### src/rtl/axis_mm_stream_ctrl_if.sv
// ---------------------------------------------------------------------------
// axis_mm_stream_ctrl_if
//
// Bundles every handshake / bus signal of axis_mm_stream_ctrl:
//   - s_axis_i_*  : input-matrix AXI-Stream (NUM_CORES chunks per beat)
//   - s_axis_w_*  : weight AXI-Stream (one chunk per beat)
//   - m_axis_*    : result AXI-Stream
//   - in_* / wb_* : write ports of the compute top's input / weight BRAMs
//   - top_start / top_done : compute handshake
//   - out_rd_*    : result read port of the compute top
//   - busy / err_tlast : status
//
// Modports:
//   master : the stream controller (drives treadys, BRAM writes, start,
//            result reads and the result stream)
//   slave  : the surrounding system (stream sources/sink, compute top)
// ---------------------------------------------------------------------------
interface axis_mm_stream_ctrl_if #(
    parameter int WIDTH       = 16,
    parameter int CHUNK_SIZE  = 4,
    parameter int NUM_CORES   = 2,
    parameter int NUM_I_WORDS = 8,
    parameter int NUM_W_WORDS = 12,
    parameter int NUM_O_WORDS = 6
);
    localparam int DW  = WIDTH * CHUNK_SIZE * NUM_CORES;
    localparam int WW  = WIDTH * CHUNK_SIZE;
    localparam int IAW = (NUM_I_WORDS > 1) ? $clog2(NUM_I_WORDS) : 1;
    localparam int WAW = (NUM_W_WORDS > 1) ? $clog2(NUM_W_WORDS) : 1;
    localparam int OAW = (NUM_O_WORDS > 1) ? $clog2(NUM_O_WORDS) : 1;

    logic [DW-1:0]  s_axis_i_tdata;
    logic           s_axis_i_tvalid;
    logic           s_axis_i_tlast;
    logic           s_axis_i_tready;

    logic [WW-1:0]  s_axis_w_tdata;
    logic           s_axis_w_tvalid;
    logic           s_axis_w_tlast;
    logic           s_axis_w_tready;

    logic [DW-1:0]  m_axis_tdata;
    logic           m_axis_tvalid;
    logic           m_axis_tlast;
    logic           m_axis_tready;

    logic           in_ena;
    logic [IAW-1:0] in_addra;
    logic [DW-1:0]  in_dina;

    logic           wb_ena;
    logic [WAW-1:0] wb_addra;
    logic [WW-1:0]  wb_dina;

    logic           top_start;
    logic           top_done;

    logic           out_rd_en;
    logic [OAW-1:0] out_rd_addr;
    logic [DW-1:0]  out_rd_data;

    logic           busy;
    logic           err_tlast;

    modport master (
        input  s_axis_i_tdata, s_axis_i_tvalid, s_axis_i_tlast,
        output s_axis_i_tready,
        input  s_axis_w_tdata, s_axis_w_tvalid, s_axis_w_tlast,
        output s_axis_w_tready,
        output m_axis_tdata, m_axis_tvalid, m_axis_tlast,
        input  m_axis_tready,
        output in_ena, in_addra, in_dina,
        output wb_ena, wb_addra, wb_dina,
        output top_start,
        input  top_done,
        output out_rd_en, out_rd_addr,
        input  out_rd_data,
        output busy, err_tlast
    );

    modport slave (
        output s_axis_i_tdata, s_axis_i_tvalid, s_axis_i_tlast,
        input  s_axis_i_tready,
        output s_axis_w_tdata, s_axis_w_tvalid, s_axis_w_tlast,
        input  s_axis_w_tready,
        input  m_axis_tdata, m_axis_tvalid, m_axis_tlast,
        output m_axis_tready,
        input  in_ena, in_addra, in_dina,
        input  wb_ena, wb_addra, wb_dina,
        input  top_start,
        output top_done,
        input  out_rd_en, out_rd_addr,
        output out_rd_data,
        input  busy, err_tlast
    );
endinterface

### src/rtl/axis_mm_stream_ctrl.sv
// ---------------------------------------------------------------------------
// axis_mm_stream_ctrl
//
// AXI-Stream front/back-end for the matrix-multiply top. Each frame:
//   IDLE  -> one arming cycle
//   LOAD  -> input and weight beats are written straight into the top's
//            BRAM ports (independent streams, count-terminated)
//   START -> one-cycle top_start pulse
//   WAIT  -> wait for top_done
//   DRAIN -> read NUM_O_WORDS result words through a skid FIFO and stream
//            them out with full backpressure and tlast on the last beat
// Frames repeat back-to-back.
//
// Ports:
//   aclk   : clock
//   areset : asynchronous active-high reset
//   bus    : axis_mm_stream_ctrl_if.master (streams, BRAM ports, start/done,
//            result read port, busy, err_tlast)
//
// Optional feature macro: TLAST_CHECK_EN
//   defined   : a slave handshake whose tlast disagrees with the beat count
//               sets the sticky err_tlast flag
//   undefined : err_tlast is tied low and slave tlast inputs are ignored
// ---------------------------------------------------------------------------
module axis_mm_stream_ctrl #(
    parameter int WIDTH       = 16,
    parameter int CHUNK_SIZE  = 4,
    parameter int NUM_CORES   = 2,
    parameter int NUM_I_WORDS = 8,
    parameter int NUM_W_WORDS = 12,
    parameter int NUM_O_WORDS = 6,
    parameter int RD_LATENCY  = 1
) (
    input  logic                  aclk,
    input  logic                  areset,
    axis_mm_stream_ctrl_if.master bus
);
    localparam int DW    = WIDTH * CHUNK_SIZE * NUM_CORES;
    localparam int IAW   = (NUM_I_WORDS > 1) ? $clog2(NUM_I_WORDS) : 1;
    localparam int WAW   = (NUM_W_WORDS > 1) ? $clog2(NUM_W_WORDS) : 1;
    localparam int OAW   = (NUM_O_WORDS > 1) ? $clog2(NUM_O_WORDS) : 1;
    localparam int ICW   = $clog2(NUM_I_WORDS + 1);
    localparam int WCW   = $clog2(NUM_W_WORDS + 1);
    localparam int OCW   = $clog2(NUM_O_WORDS + 1);
    // One slot per read that can be in flight plus one so a full-rate
    // stream never has to stall while a beat sits at the output.
    localparam int DEPTH = RD_LATENCY + 1;
    localparam int PW    = $clog2(DEPTH);
    localparam int FCW   = $clog2(DEPTH + 1);

    localparam logic [2:0] S_IDLE  = 3'd0;
    localparam logic [2:0] S_LOAD  = 3'd1;
    localparam logic [2:0] S_START = 3'd2;
    localparam logic [2:0] S_WAIT  = 3'd3;
    localparam logic [2:0] S_DRAIN = 3'd4;

    logic [2:0]            state_reg, state_next;
    logic [ICW-1:0]        cnt_i_reg;
    logic [WCW-1:0]        cnt_w_reg;
    logic [OCW-1:0]        rd_cnt_reg;
    logic [OCW-1:0]        out_cnt_reg;
    logic [FCW-1:0]        inflight_reg;
    logic [FCW-1:0]        fifo_cnt_reg;
    logic [RD_LATENCY-1:0] ret_pipe_reg;
    logic [PW-1:0]         wr_ptr_reg, rd_ptr_reg;
    logic [DW-1:0]         fifo_mem [DEPTH];

    logic in_load, in_drain;
    logic i_ready, w_ready, i_hs, w_hs, load_done;
    logic out_valid, push, pop, last_beat, rd_en;

    function automatic logic [PW-1:0] ptr_inc(input logic [PW-1:0] p);
        return (p == PW'(DEPTH - 1)) ? '0 : p + 1'b1;
    endfunction

    // ---------------- load side ----------------
    assign in_load   = (state_reg == S_LOAD);
    assign i_ready   = in_load && (cnt_i_reg < ICW'(NUM_I_WORDS));
    assign w_ready   = in_load && (cnt_w_reg < WCW'(NUM_W_WORDS));
    assign i_hs      = i_ready && bus.s_axis_i_tvalid;
    assign w_hs      = w_ready && bus.s_axis_w_tvalid;
    // Counts that will be reached at this edge, so the final beats of both
    // streams landing in the same cycle still move straight to START.
    assign load_done = in_load
                    && ((cnt_i_reg + ICW'(i_hs)) == ICW'(NUM_I_WORDS))
                    && ((cnt_w_reg + WCW'(w_hs)) == WCW'(NUM_W_WORDS));

    // ---------------- drain side ----------------
    assign in_drain  = (state_reg == S_DRAIN);
    assign out_valid = (fifo_cnt_reg != '0);
    assign pop       = out_valid && bus.m_axis_tready;
    assign push      = ret_pipe_reg[RD_LATENCY-1];
    assign last_beat = (out_cnt_reg == OCW'(NUM_O_WORDS - 1));
    // A read may be issued only if its data is guaranteed a FIFO slot when
    // it returns; a beat leaving this cycle frees its slot in time.
    assign rd_en     = in_drain && (rd_cnt_reg < OCW'(NUM_O_WORDS))
                    && ((int'(inflight_reg) + int'(fifo_cnt_reg) - int'(pop)) < DEPTH);

    always_comb begin
        state_next = state_reg;
        case (state_reg)
            S_IDLE:  state_next = S_LOAD;
            S_LOAD:  if (load_done) state_next = S_START;
            S_START: state_next = S_WAIT;
            S_WAIT:  if (bus.top_done) state_next = S_DRAIN;
            S_DRAIN: if (pop && last_beat) state_next = S_IDLE;
            default: state_next = S_IDLE;
        endcase
    end

    always_ff @(posedge aclk or posedge areset) begin
        if (areset) begin
            state_reg    <= S_IDLE;
            cnt_i_reg    <= '0;
            cnt_w_reg    <= '0;
            rd_cnt_reg   <= '0;
            out_cnt_reg  <= '0;
            inflight_reg <= '0;
            fifo_cnt_reg <= '0;
            ret_pipe_reg <= '0;
            wr_ptr_reg   <= '0;
            rd_ptr_reg   <= '0;
        end else begin
            state_reg <= state_next;

            if (load_done) begin
                cnt_i_reg <= '0;
                cnt_w_reg <= '0;
            end else begin
                cnt_i_reg <= cnt_i_reg + ICW'(i_hs);
                cnt_w_reg <= cnt_w_reg + WCW'(w_hs);
            end

            // Tracks which cycles carry returning read data.
            ret_pipe_reg <= (ret_pipe_reg << 1) | RD_LATENCY'(rd_en);
            inflight_reg <= inflight_reg + FCW'(rd_en) - FCW'(push);
            fifo_cnt_reg <= fifo_cnt_reg + FCW'(push) - FCW'(pop);
            if (push) wr_ptr_reg <= ptr_inc(wr_ptr_reg);
            if (pop)  rd_ptr_reg <= ptr_inc(rd_ptr_reg);

            if (pop && last_beat) begin
                rd_cnt_reg  <= '0;
                out_cnt_reg <= '0;
            end else begin
                rd_cnt_reg  <= rd_cnt_reg + OCW'(rd_en);
                out_cnt_reg <= out_cnt_reg + OCW'(pop);
            end
        end
    end

    // Skid FIFO storage; contents are only observed while the count says so.
    always_ff @(posedge aclk) begin
        if (push) fifo_mem[wr_ptr_reg] <= bus.out_rd_data;
    end

`ifdef TLAST_CHECK_EN
    logic err_reg;
    logic i_bad, w_bad;
    assign i_bad = i_hs && (bus.s_axis_i_tlast != (cnt_i_reg == ICW'(NUM_I_WORDS - 1)));
    assign w_bad = w_hs && (bus.s_axis_w_tlast != (cnt_w_reg == WCW'(NUM_W_WORDS - 1)));

    always_ff @(posedge aclk or posedge areset) begin
        if (areset) err_reg <= 1'b0;
        else        err_reg <= err_reg | i_bad | w_bad;
    end
    assign bus.err_tlast = err_reg;
`else
    logic unused_tlast;
    assign unused_tlast  = bus.s_axis_i_tlast | bus.s_axis_w_tlast;
    assign bus.err_tlast = 1'b0;
`endif

    // ---------------- outputs ----------------
    // Data/address are gated with their enables so every output is zero
    // while nothing is being transferred (including throughout reset).
    assign bus.s_axis_i_tready = i_ready;
    assign bus.s_axis_w_tready = w_ready;
    assign bus.in_ena          = i_hs;
    assign bus.in_addra        = i_hs ? cnt_i_reg[IAW-1:0] : '0;
    assign bus.in_dina         = i_hs ? bus.s_axis_i_tdata : '0;
    assign bus.wb_ena          = w_hs;
    assign bus.wb_addra        = w_hs ? cnt_w_reg[WAW-1:0] : '0;
    assign bus.wb_dina         = w_hs ? bus.s_axis_w_tdata : '0;
    assign bus.top_start       = (state_reg == S_START);
    assign bus.out_rd_en       = rd_en;
    assign bus.out_rd_addr     = rd_en ? rd_cnt_reg[OAW-1:0] : '0;
    assign bus.m_axis_tvalid   = out_valid;
    assign bus.m_axis_tdata    = out_valid ? fifo_mem[rd_ptr_reg] : '0;
    assign bus.m_axis_tlast    = out_valid && last_beat;
    assign bus.busy            = (state_reg != S_IDLE);
endmodule

### src/flat_wrapper.sv
// flat-port wrapper written by rule: the top's interface ports become plain ports
module axis_mm_stream_ctrl_flat 
#(
    parameter int WIDTH       = 16,
    parameter int CHUNK_SIZE  = 4,
    parameter int NUM_CORES   = 2,
    parameter int NUM_I_WORDS = 8,
    parameter int NUM_W_WORDS = 12,
    parameter int NUM_O_WORDS = 6,
    parameter int RD_LATENCY  = 1
)
  (aclk, areset, bus_s_axis_i_tdata, bus_s_axis_i_tvalid, bus_s_axis_i_tlast, bus_s_axis_i_tready, bus_s_axis_w_tdata, bus_s_axis_w_tvalid, bus_s_axis_w_tlast, bus_s_axis_w_tready, bus_m_axis_tdata, bus_m_axis_tvalid, bus_m_axis_tlast, bus_m_axis_tready, bus_in_ena, bus_in_addra, bus_in_dina, bus_wb_ena, bus_wb_addra, bus_wb_dina, bus_top_start, bus_top_done, bus_out_rd_en, bus_out_rd_addr, bus_out_rd_data, bus_busy, bus_err_tlast);
  axis_mm_stream_ctrl_if #(.WIDTH(WIDTH), .CHUNK_SIZE(CHUNK_SIZE), .NUM_CORES(NUM_CORES), .NUM_I_WORDS(NUM_I_WORDS), .NUM_W_WORDS(NUM_W_WORDS), .NUM_O_WORDS(NUM_O_WORDS)) bus_i ();
  input  logic aclk;
  input  logic areset;
  input wire logic [$bits(bus_i.s_axis_i_tdata)-1:0] bus_s_axis_i_tdata;
  input wire logic [$bits(bus_i.s_axis_i_tvalid)-1:0] bus_s_axis_i_tvalid;
  input wire logic [$bits(bus_i.s_axis_i_tlast)-1:0] bus_s_axis_i_tlast;
  output wire logic [$bits(bus_i.s_axis_i_tready)-1:0] bus_s_axis_i_tready;
  input wire logic [$bits(bus_i.s_axis_w_tdata)-1:0] bus_s_axis_w_tdata;
  input wire logic [$bits(bus_i.s_axis_w_tvalid)-1:0] bus_s_axis_w_tvalid;
  input wire logic [$bits(bus_i.s_axis_w_tlast)-1:0] bus_s_axis_w_tlast;
  output wire logic [$bits(bus_i.s_axis_w_tready)-1:0] bus_s_axis_w_tready;
  output wire logic [$bits(bus_i.m_axis_tdata)-1:0] bus_m_axis_tdata;
  output wire logic [$bits(bus_i.m_axis_tvalid)-1:0] bus_m_axis_tvalid;
  output wire logic [$bits(bus_i.m_axis_tlast)-1:0] bus_m_axis_tlast;
  input wire logic [$bits(bus_i.m_axis_tready)-1:0] bus_m_axis_tready;
  output wire logic [$bits(bus_i.in_ena)-1:0] bus_in_ena;
  output wire logic [$bits(bus_i.in_addra)-1:0] bus_in_addra;
  output wire logic [$bits(bus_i.in_dina)-1:0] bus_in_dina;
  output wire logic [$bits(bus_i.wb_ena)-1:0] bus_wb_ena;
  output wire logic [$bits(bus_i.wb_addra)-1:0] bus_wb_addra;
  output wire logic [$bits(bus_i.wb_dina)-1:0] bus_wb_dina;
  output wire logic [$bits(bus_i.top_start)-1:0] bus_top_start;
  input wire logic [$bits(bus_i.top_done)-1:0] bus_top_done;
  output wire logic [$bits(bus_i.out_rd_en)-1:0] bus_out_rd_en;
  output wire logic [$bits(bus_i.out_rd_addr)-1:0] bus_out_rd_addr;
  input wire logic [$bits(bus_i.out_rd_data)-1:0] bus_out_rd_data;
  output wire logic [$bits(bus_i.busy)-1:0] bus_busy;
  output wire logic [$bits(bus_i.err_tlast)-1:0] bus_err_tlast;
  assign bus_i.s_axis_i_tdata = bus_s_axis_i_tdata;
  assign bus_i.s_axis_i_tvalid = bus_s_axis_i_tvalid;
  assign bus_i.s_axis_i_tlast = bus_s_axis_i_tlast;
  assign bus_s_axis_i_tready = bus_i.s_axis_i_tready;
  assign bus_i.s_axis_w_tdata = bus_s_axis_w_tdata;
  assign bus_i.s_axis_w_tvalid = bus_s_axis_w_tvalid;
  assign bus_i.s_axis_w_tlast = bus_s_axis_w_tlast;
  assign bus_s_axis_w_tready = bus_i.s_axis_w_tready;
  assign bus_m_axis_tdata = bus_i.m_axis_tdata;
  assign bus_m_axis_tvalid = bus_i.m_axis_tvalid;
  assign bus_m_axis_tlast = bus_i.m_axis_tlast;
  assign bus_i.m_axis_tready = bus_m_axis_tready;
  assign bus_in_ena = bus_i.in_ena;
  assign bus_in_addra = bus_i.in_addra;
  assign bus_in_dina = bus_i.in_dina;
  assign bus_wb_ena = bus_i.wb_ena;
  assign bus_wb_addra = bus_i.wb_addra;
  assign bus_wb_dina = bus_i.wb_dina;
  assign bus_top_start = bus_i.top_start;
  assign bus_i.top_done = bus_top_done;
  assign bus_out_rd_en = bus_i.out_rd_en;
  assign bus_out_rd_addr = bus_i.out_rd_addr;
  assign bus_i.out_rd_data = bus_out_rd_data;
  assign bus_busy = bus_i.busy;
  assign bus_err_tlast = bus_i.err_tlast;
  axis_mm_stream_ctrl #(.WIDTH(WIDTH), .CHUNK_SIZE(CHUNK_SIZE), .NUM_CORES(NUM_CORES), .NUM_I_WORDS(NUM_I_WORDS), .NUM_W_WORDS(NUM_W_WORDS), .NUM_O_WORDS(NUM_O_WORDS), .RD_LATENCY(RD_LATENCY)) u_core (.aclk(aclk), .areset(areset), .bus(bus_i));
endmodule
### config.mk
export PLATFORM = sky130hd
export DESIGN_NAME = axis_mm_stream_ctrl_flat
export DESIGN_NICKNAME = d
export VERILOG_FILES = /design/src/rtl/axis_mm_stream_ctrl_if.sv /design/src/rtl/axis_mm_stream_ctrl.sv /design/src/flat_wrapper.sv
export SDC_FILE = /design/constraint.sdc
export NUM_CORES = 1
export LEC_CHECK = 0
export ABC_CLOCK_PERIOD_IN_PS = 7690
export CAP_MARGIN = 5
export CORE_AREA = 3 3 257 259
export DETAILED_ROUTE_END_ITERATION = 8
export DIE_AREA = 0 0 260 262
export SETUP_SLACK_MARGIN = 0.15
export SYNTH_ARGS = -nofsm -noshare
export SYNTH_HDL_FRONTEND = slang
export SYNTH_SLANG_ARGS = --single-unit
### constraint.sdc
create_clock -name aclk -period 7.69 [get_ports aclk]
set_input_delay 0.769 -clock aclk [delete_from_list [all_inputs] [get_ports aclk]]
set_output_delay 0.769 -clock aclk [all_outputs]
set_load 0.05 [all_outputs]
### After elaboration in Yosys (flattened, before gate mapping)

Memory sizes are Yosys's and may differ from the RTL's.
Cells that the tools add are included.

| cells by class | value |
|---|---|
| add/subtract/negate cells | 12 |
| order comparisons | 4 |
| equality and inequality tests | 10 |
| multiplexer cells | 18 |
| reductions and logical operators | 15 |

Operators with widths:

| cell | count |
|---|---|
| $mux W128 | 2 |
| $mux W64 | 1 |
| $lt A32 B3 Y1 const B | 1 |
| $sub A32 B2 Y32 | 1 |
| $mux W3 | 7 |
| $pmux W3 S5 | 1 |
| $mux W4 | 3 |
| $logic_and A1 B1 Y1 | 11 |
| $add A4 B1 Y4 | 2 |
| $eq A4 B4 Y1 const B | 2 |
| $lt A4 B4 Y1 const B | 2 |
| $add A3 B1 Y3 | 2 |
| $eq A3 B2 Y1 const B | 2 |
| $eq A3 B3 Y1 const B | 2 |
| $ne A2 B2 Y1 const B | 3 |
| $add A2 B1 Y2 | 2 |
| $mux W1 | 4 |
| $sub A2 B1 Y2 | 2 |
| $add A2 B2 Y3 | 1 |
| $eq A3 B1 Y1 const B | 1 |
| $logic_not A3 Y1 | 1 |
| $lt A3 B3 Y1 const B | 1 |
| $reduce_and A3 Y1 | 1 |
| $reduce_bool A3 Y1 | 1 |
| 2 further kinds | 3 |

| storage, ports and cells | value |
|---|---|
| register bits | 24 |
| bits in writable memories | 256 |
| bits of input ports | 328 |
| output and inout bits | 340 |
| memories | 1 |

Memory list:

| name | depth | width | rd ports | clocked after Yosys merged registers in | wr ports | line | RTL |
|---|---|---|---|---|---|---|---|
| u_core.fifo_mem | 2 | 128 | 1 | 0 | 1 | axis_mm_stream_ctrl.sv:66 | `logic [DW-1:0] fifo_mem [DEPTH];` |

### Logic depth before layout (Yosys ltp)

| logic depth | value |
|---|---|
| depth after elaboration | 9 |
| mapped depth | 13 |

### Least setup slack after synthesis

No wires, ideal clock.

| path | value |
|---|---|
| path kind | register -> register |
| start point | reg u_core.wr_ptr_reg |
| end point | mem u_core.fifo_mem[0][0] (netlist name) (enable) |
| library setup time | 632 ps |
| arrival | 6058 ps |
| required time | 7058 ps |
| setup slack | 1000 ps |
| cell stages (with the launch flop) | 2 |
| path buffers | 0 |
| period minus slack after synthesis | 6690 ps |
| cells stage by stage | dfrtp_1 -> nor2b_1 |

RTL lines:

| element | line | RTL |
|---|---|---|
| start, declared | axis_mm_stream_ctrl.sv:65 | `logic [PW-1:0] wr_ptr_reg, rd_ptr_reg;` |
| start signal, assigned | axis_mm_stream_ctrl.sv:138 | `if (push) wr_ptr_reg <= ptr_inc(wr_ptr_reg);` |
| end, declared | axis_mm_stream_ctrl.sv:66 |  |

No word-level cell before the write port.

### Final worst setup path

| path | value |
|---|---|
| start point | reg u_core.fifo_cnt_reg[0] |
| end point | out bus_out_rd_addr[0] |

| between the ends | value |
|---|---|
| word-level cells in the longest chain between the ends | 6 |

RTL lines:

| element | line | RTL |
|---|---|---|
| start, declared | axis_mm_stream_ctrl.sv:63 | `logic [FCW-1:0] fifo_cnt_reg;` |
| start signal, assigned | axis_mm_stream_ctrl.sv:137 | `fifo_cnt_reg <= fifo_cnt_reg + FCW'(push) - FCW'(pop);` |
| branches (longest 2 deep; another with $add A2 B2 Y3) | - |  |
| $sub A32 B2 Y32 * | axis_mm_stream_ctrl.sv:97 | `&& ((int'(inflight_reg) + int'(fifo_cnt_reg) - int'(pop)) < DEPTH);` |
| $lt A32 B3 Y1 * | axis_mm_stream_ctrl.sv:97 |  |
| $logic_and A1 B1 Y1 * | axis_mm_stream_ctrl.sv:97 |  |
| $mux W3 * | axis_mm_stream_ctrl.sv:186 | `assign bus.out_rd_addr = rd_en ? rd_cnt_reg[OAW-1:0] : '0;` |
| end, declared | flat_wrapper.sv:37 | `output wire logic [$bits(bus_i.out_rd_addr)-1:0] bus_out_rd_addr;` |

Every way passes the cells marked *.

==> out/results.env <==
DETAIL_ROUTE.FIRST_PASS.ITERATIONS=4
CLOCK-ROOT-BUFFER='clkbuf_16'
LEAKAGEPOWER_uW=0.00738
CTS_RESIZED=0
CP.BUFFERS_INVERTERS=2
RATIO_OF_CELLS_WITH_DRIVE_ABOVE_1_IN_THE_FINAL_LAYOUT_PCT=4.63
INTERNAL_POWER_uW=3370
RUN_STATUS='finished, final reports clean'
POWERDENSITY_mW_PER_MM2=249
IOS=668
INITIAL_UTILIZATION_PCT=19.1
FP.COREAREA_SQ_MM=0.0641
RSZ0062_AT_GRT='false'
MAX_FREQ_GHz=0.216
CLOCK_NETWORK_FRACTION_OF_TOTAL_POWER_PCT=31.3
PLACEDCELLCOUNT=2346
SETUP_TOTAL_NEGATIVE_SLACK_NS=0
POWER.SHARE.SEQUENTIAL_PCT=33.3
GRT_PASS1_WL_UM=69600
YOSYS_CELL_TYPES=40
DIE_WIDTH_UM=260
ROUTEDLENGTHMET1_UM=17400
FILL_CELL_INSTANCE_COUNT_OF_THE_FINAL_LAYOUT=6348
TYPE_OF_ELEMENT_CAPTURING_THE_CRITICAL_PATH='primary output'
REMAINING_DRC_ERRORS=0
STDCELL_COUNT=2429
SETUP_VIOL=0
FINALHOLDVIOLCOUNT=0
HOLD_CLASS='flip-flop to flip-flop'
POWER.SWITCHING_FRACTION_PCT=35.5
FLOORPLAN.DIE.HEIGHT_UM=262
LARGEST_REGISTER_FF_COUNT=256
TRITONCTS='built'
DR_WL_MET2_UM=27100
ROWS=93
SYN_TO_FINAL_GROWTH_PCT=71.6
DETAILROUTE.VIA_COUNT=9377
CTS.HTREE.LEVELS=2
REQUIRED_NS=6.92
DPL.HPWL_UM=39600
FINALCLOCKSKEW_NS=0.0114
CAP_VIOL_MAX_COUNT=0
AREA_OF_THE_DIE_SQ_MM=0.0681
FIN_TOTAL_PWR_uW=5230
YS_DOMINANT_REG_CELL='edfxtp_1'
FINALMAXSLEWVIOLATIONS=0
TOP_SIGNAL_LAYER_USED='met5'
BUFFERS_INSERTED_DURING_POST_CTS_SETUP_OPTIMIZATION=0
DETAIL_ROUTE.WIRELENGTH_UM=51000
MET3ROUTEDLENGTH_UM=4330
SYN-NUM-NETS=1214
MOSTFREQUENTLAYOUTCELLS='clkdlybuf4s50_1, edfxtp_1, and2_1'
WORST_IR_DROP_VDD_mV=0.202
GLOBALROUTE.TOTALOVERFLOW=0
FIRST_GLOBAL_VIAS=9884
CRIT_CHAIN='ha_1 -> fa_1 -> inv_1 -> ha_1 -> ha_1 -> nand2_1 -> o22a_1 -> a211oi_1 -> ha_1 -> clkdlybuf4s50_1'
FINAL_NET_COUNT=1871
ANTENNA_FOUND_INITIAL=25
COMB_POWER_SHARE_PCT=35.4
TRITONCTS.NUM_BUFFERS=35
SLEW_HEADROOM_PCT=29.6
FINAL_COMMON_CELL='clkdlybuf4s50_1'
TIMING_WORST_SLEW_PIN_VALUE_NS=1.06
SYNTH-EDFF-COUNT=256
SEQ_AREA_FRAC_SYNTH_PCT=67.8
CTS_HOLD_REPAIR.BUFFERS=0
ASYNCSETRESETFLOPFRACSYNTH_PCT=8.57
SYNTHESIS.AREA_PER_INSTANCE_SQ_UM=14.0
SYNTHESIS.AREA_SQ_MM=0.0122
GRT_START_MAX_NET_PINS=126
WORST-PATH-MAX-FANOUT=5
TOP_FAMILY_BY_DELAY_ON_CRITICAL_PATH='adder cells'
WL_CELL_UM=21.0
CTS.SINK_COUNT=280
SYNTH.FF_LATCH_COUNT=280
CRIT_SLOWEST_CELL='clkdlybuf4s50_1'
GROUTE.USAGE.OVERALL_PCT=14.2
CRITPATHMAXSTAGEDELAY_NS=0.82
FF_LATCH_AREA_SQ_MM=0.00829
MULTIINPUTGATEAREA_SQ_MM=0.00362
CLOCK_INSERTION_DELAY_WORST_SKEW_NS=0.52
WORST_EP_ARRIVAL_TIME_NS=3.86
DRT_ITER0_MARKERS=352
CLK_TRANSITION_REPORTED_PATHS_NS=0.06
DRT.ANTENNA.VIOLATING_NETS=0
ROUTABILITYCONGESTION=0.917
SWITCHING_POWER_SUMMED_OVER_ALL_NETS_uW=1850
CRITPATHMOSTFREQUENTCELL='ha_1'
FINAL.HOLD.WORST_SLACK_NS=0.495
TIMING.FINAL.CRIT_SHARE_PCT=60.2
TIME_THE_FINAL_WORST_PATH_NEEDS_WITH_I_O_DELAYS_AND_SETUP_NS=4.63
PLACE.PORT_BUFFERS=664
WORST-SETUP-PATH-TYPE='flip-flop to primary output'
VIAS_PER_CELL=3.86
SYN_INST=872
COUNT_OF_WARNINGS_EMITTED_BY_YOSYS=0
CP-START-KIND='flip-flop'
MAX-CLOCK-PATH-BUFFERS=3
==> routing by layer <==
layer | up-vias | global-route usage [%]
met5 | - | 0
met4 | 6 | 8.21
met3 | 80 | 5.70
met2 | 410 | 25.3
met1 | 4492 | 14.1
li1 | 4389 | -
==> logic make-up (layout without fill, tap and decap cells) <==
kind of cell | after synthesis | in the layout | share of synthesized area [%]
compound gates | 17 | 17 | 1.07
fa+ha+maj | 14 | 14 | 1.49
simple gates | 357 | 357 | 15.5
flops | 280 | 280 | 67.8
xor+xnor | 12 | 12 | 0.859
buf+inv | 63 | 747 | 2.75
other cells | 1 | 19 | 0.0307
mux | 128 | 128 | 10.5
==> worst paths after layout <==
kind	from	end	slack, ns	cells past startpoint
worst max-delay path	u_core.fifo_cnt_reg[0]	bus_out_rd_addr[0]	3.06	10
min in group asynchronous	areset	u_core.wr_ptr_reg	0.77	2
worst min register to register	u_core.cnt_i_reg[0]	u_core.cnt_i_reg[0]	0.50	1
worst min-delay path	u_core.cnt_i_reg[0]	u_core.cnt_i_reg[0]	0.50	1
max in group asynchronous	areset	u_core.rd_ptr_reg	6.24	2
worst max register to register	u_core.state_reg[0]	u_core.cnt_i_reg[3]	3.66	9
==> power by group through the flow <==
stage | clock network (uW) | registers, uW | logic, uW
finish | 1640 | 1740 | 1850
global route | 1760 | 1740 | 1940
CTS | 1700 | 1740 | 1860
detailed placement | 0 | 1770 | 1850
global placement | 0 | 1770 | 1850
floorplan | 0 | 1740 | 1200
==> synthesized netlist by cell type, types with 2 or more instances <==
master    count  area, sq um
edfxtp_1    256         7690
and2_1      198         1240
nor2_1      137          514
mux2i_1     128         1280
clkbuf_1     28          105
dfrtp_1      24          601
buf_2        14         70.1
ha_1         13          163
buf_6        10          113
xnor2_1       9         78.8
inv_1         7         26.3
nor2b_1       4         25.0
a21boi_0      3         22.5
clkbuf_2      3         15.0
nand2_1       3         11.3
nand3_1       3         15.0
xor2_1        3         26.3
a211oi_1      2         15.0
a21oi_1       2         10.0
a31o_2        2         17.5
a31oi_1       2         12.5
nor4b_1       2         17.5
or3_1         2         12.5
==> final cells by class <==
cell class / instances / area share, %
Antenna cell: 18 / 0.215
Multi-Input combinational cell: 529 / 17.3
Clock inverter: 20 / 0.954
Timing Repair Buffer: 676 / 32.3
Tap cell: 855 / 5.10
Clock buffer: 44 / 4.58
Sequential cell: 280 / 39.5
Inverter: 7 / 0.125
==> through the flow <==
step | utilization, % | area, sq um | worst slack [ns]
finish | 32.7 | 21000 | 3.06
global route | 32.7 | 21000 | 2.83
CTS | 32.6 | 20900 | 2.66
detailed placement | 30.8 | 19800 | 2.92
global placement | 30.8 | 19800 | 3.02
floorplan | - | 12200 | 1.00
No activity file was read; power rests on OpenSTA's default activity.
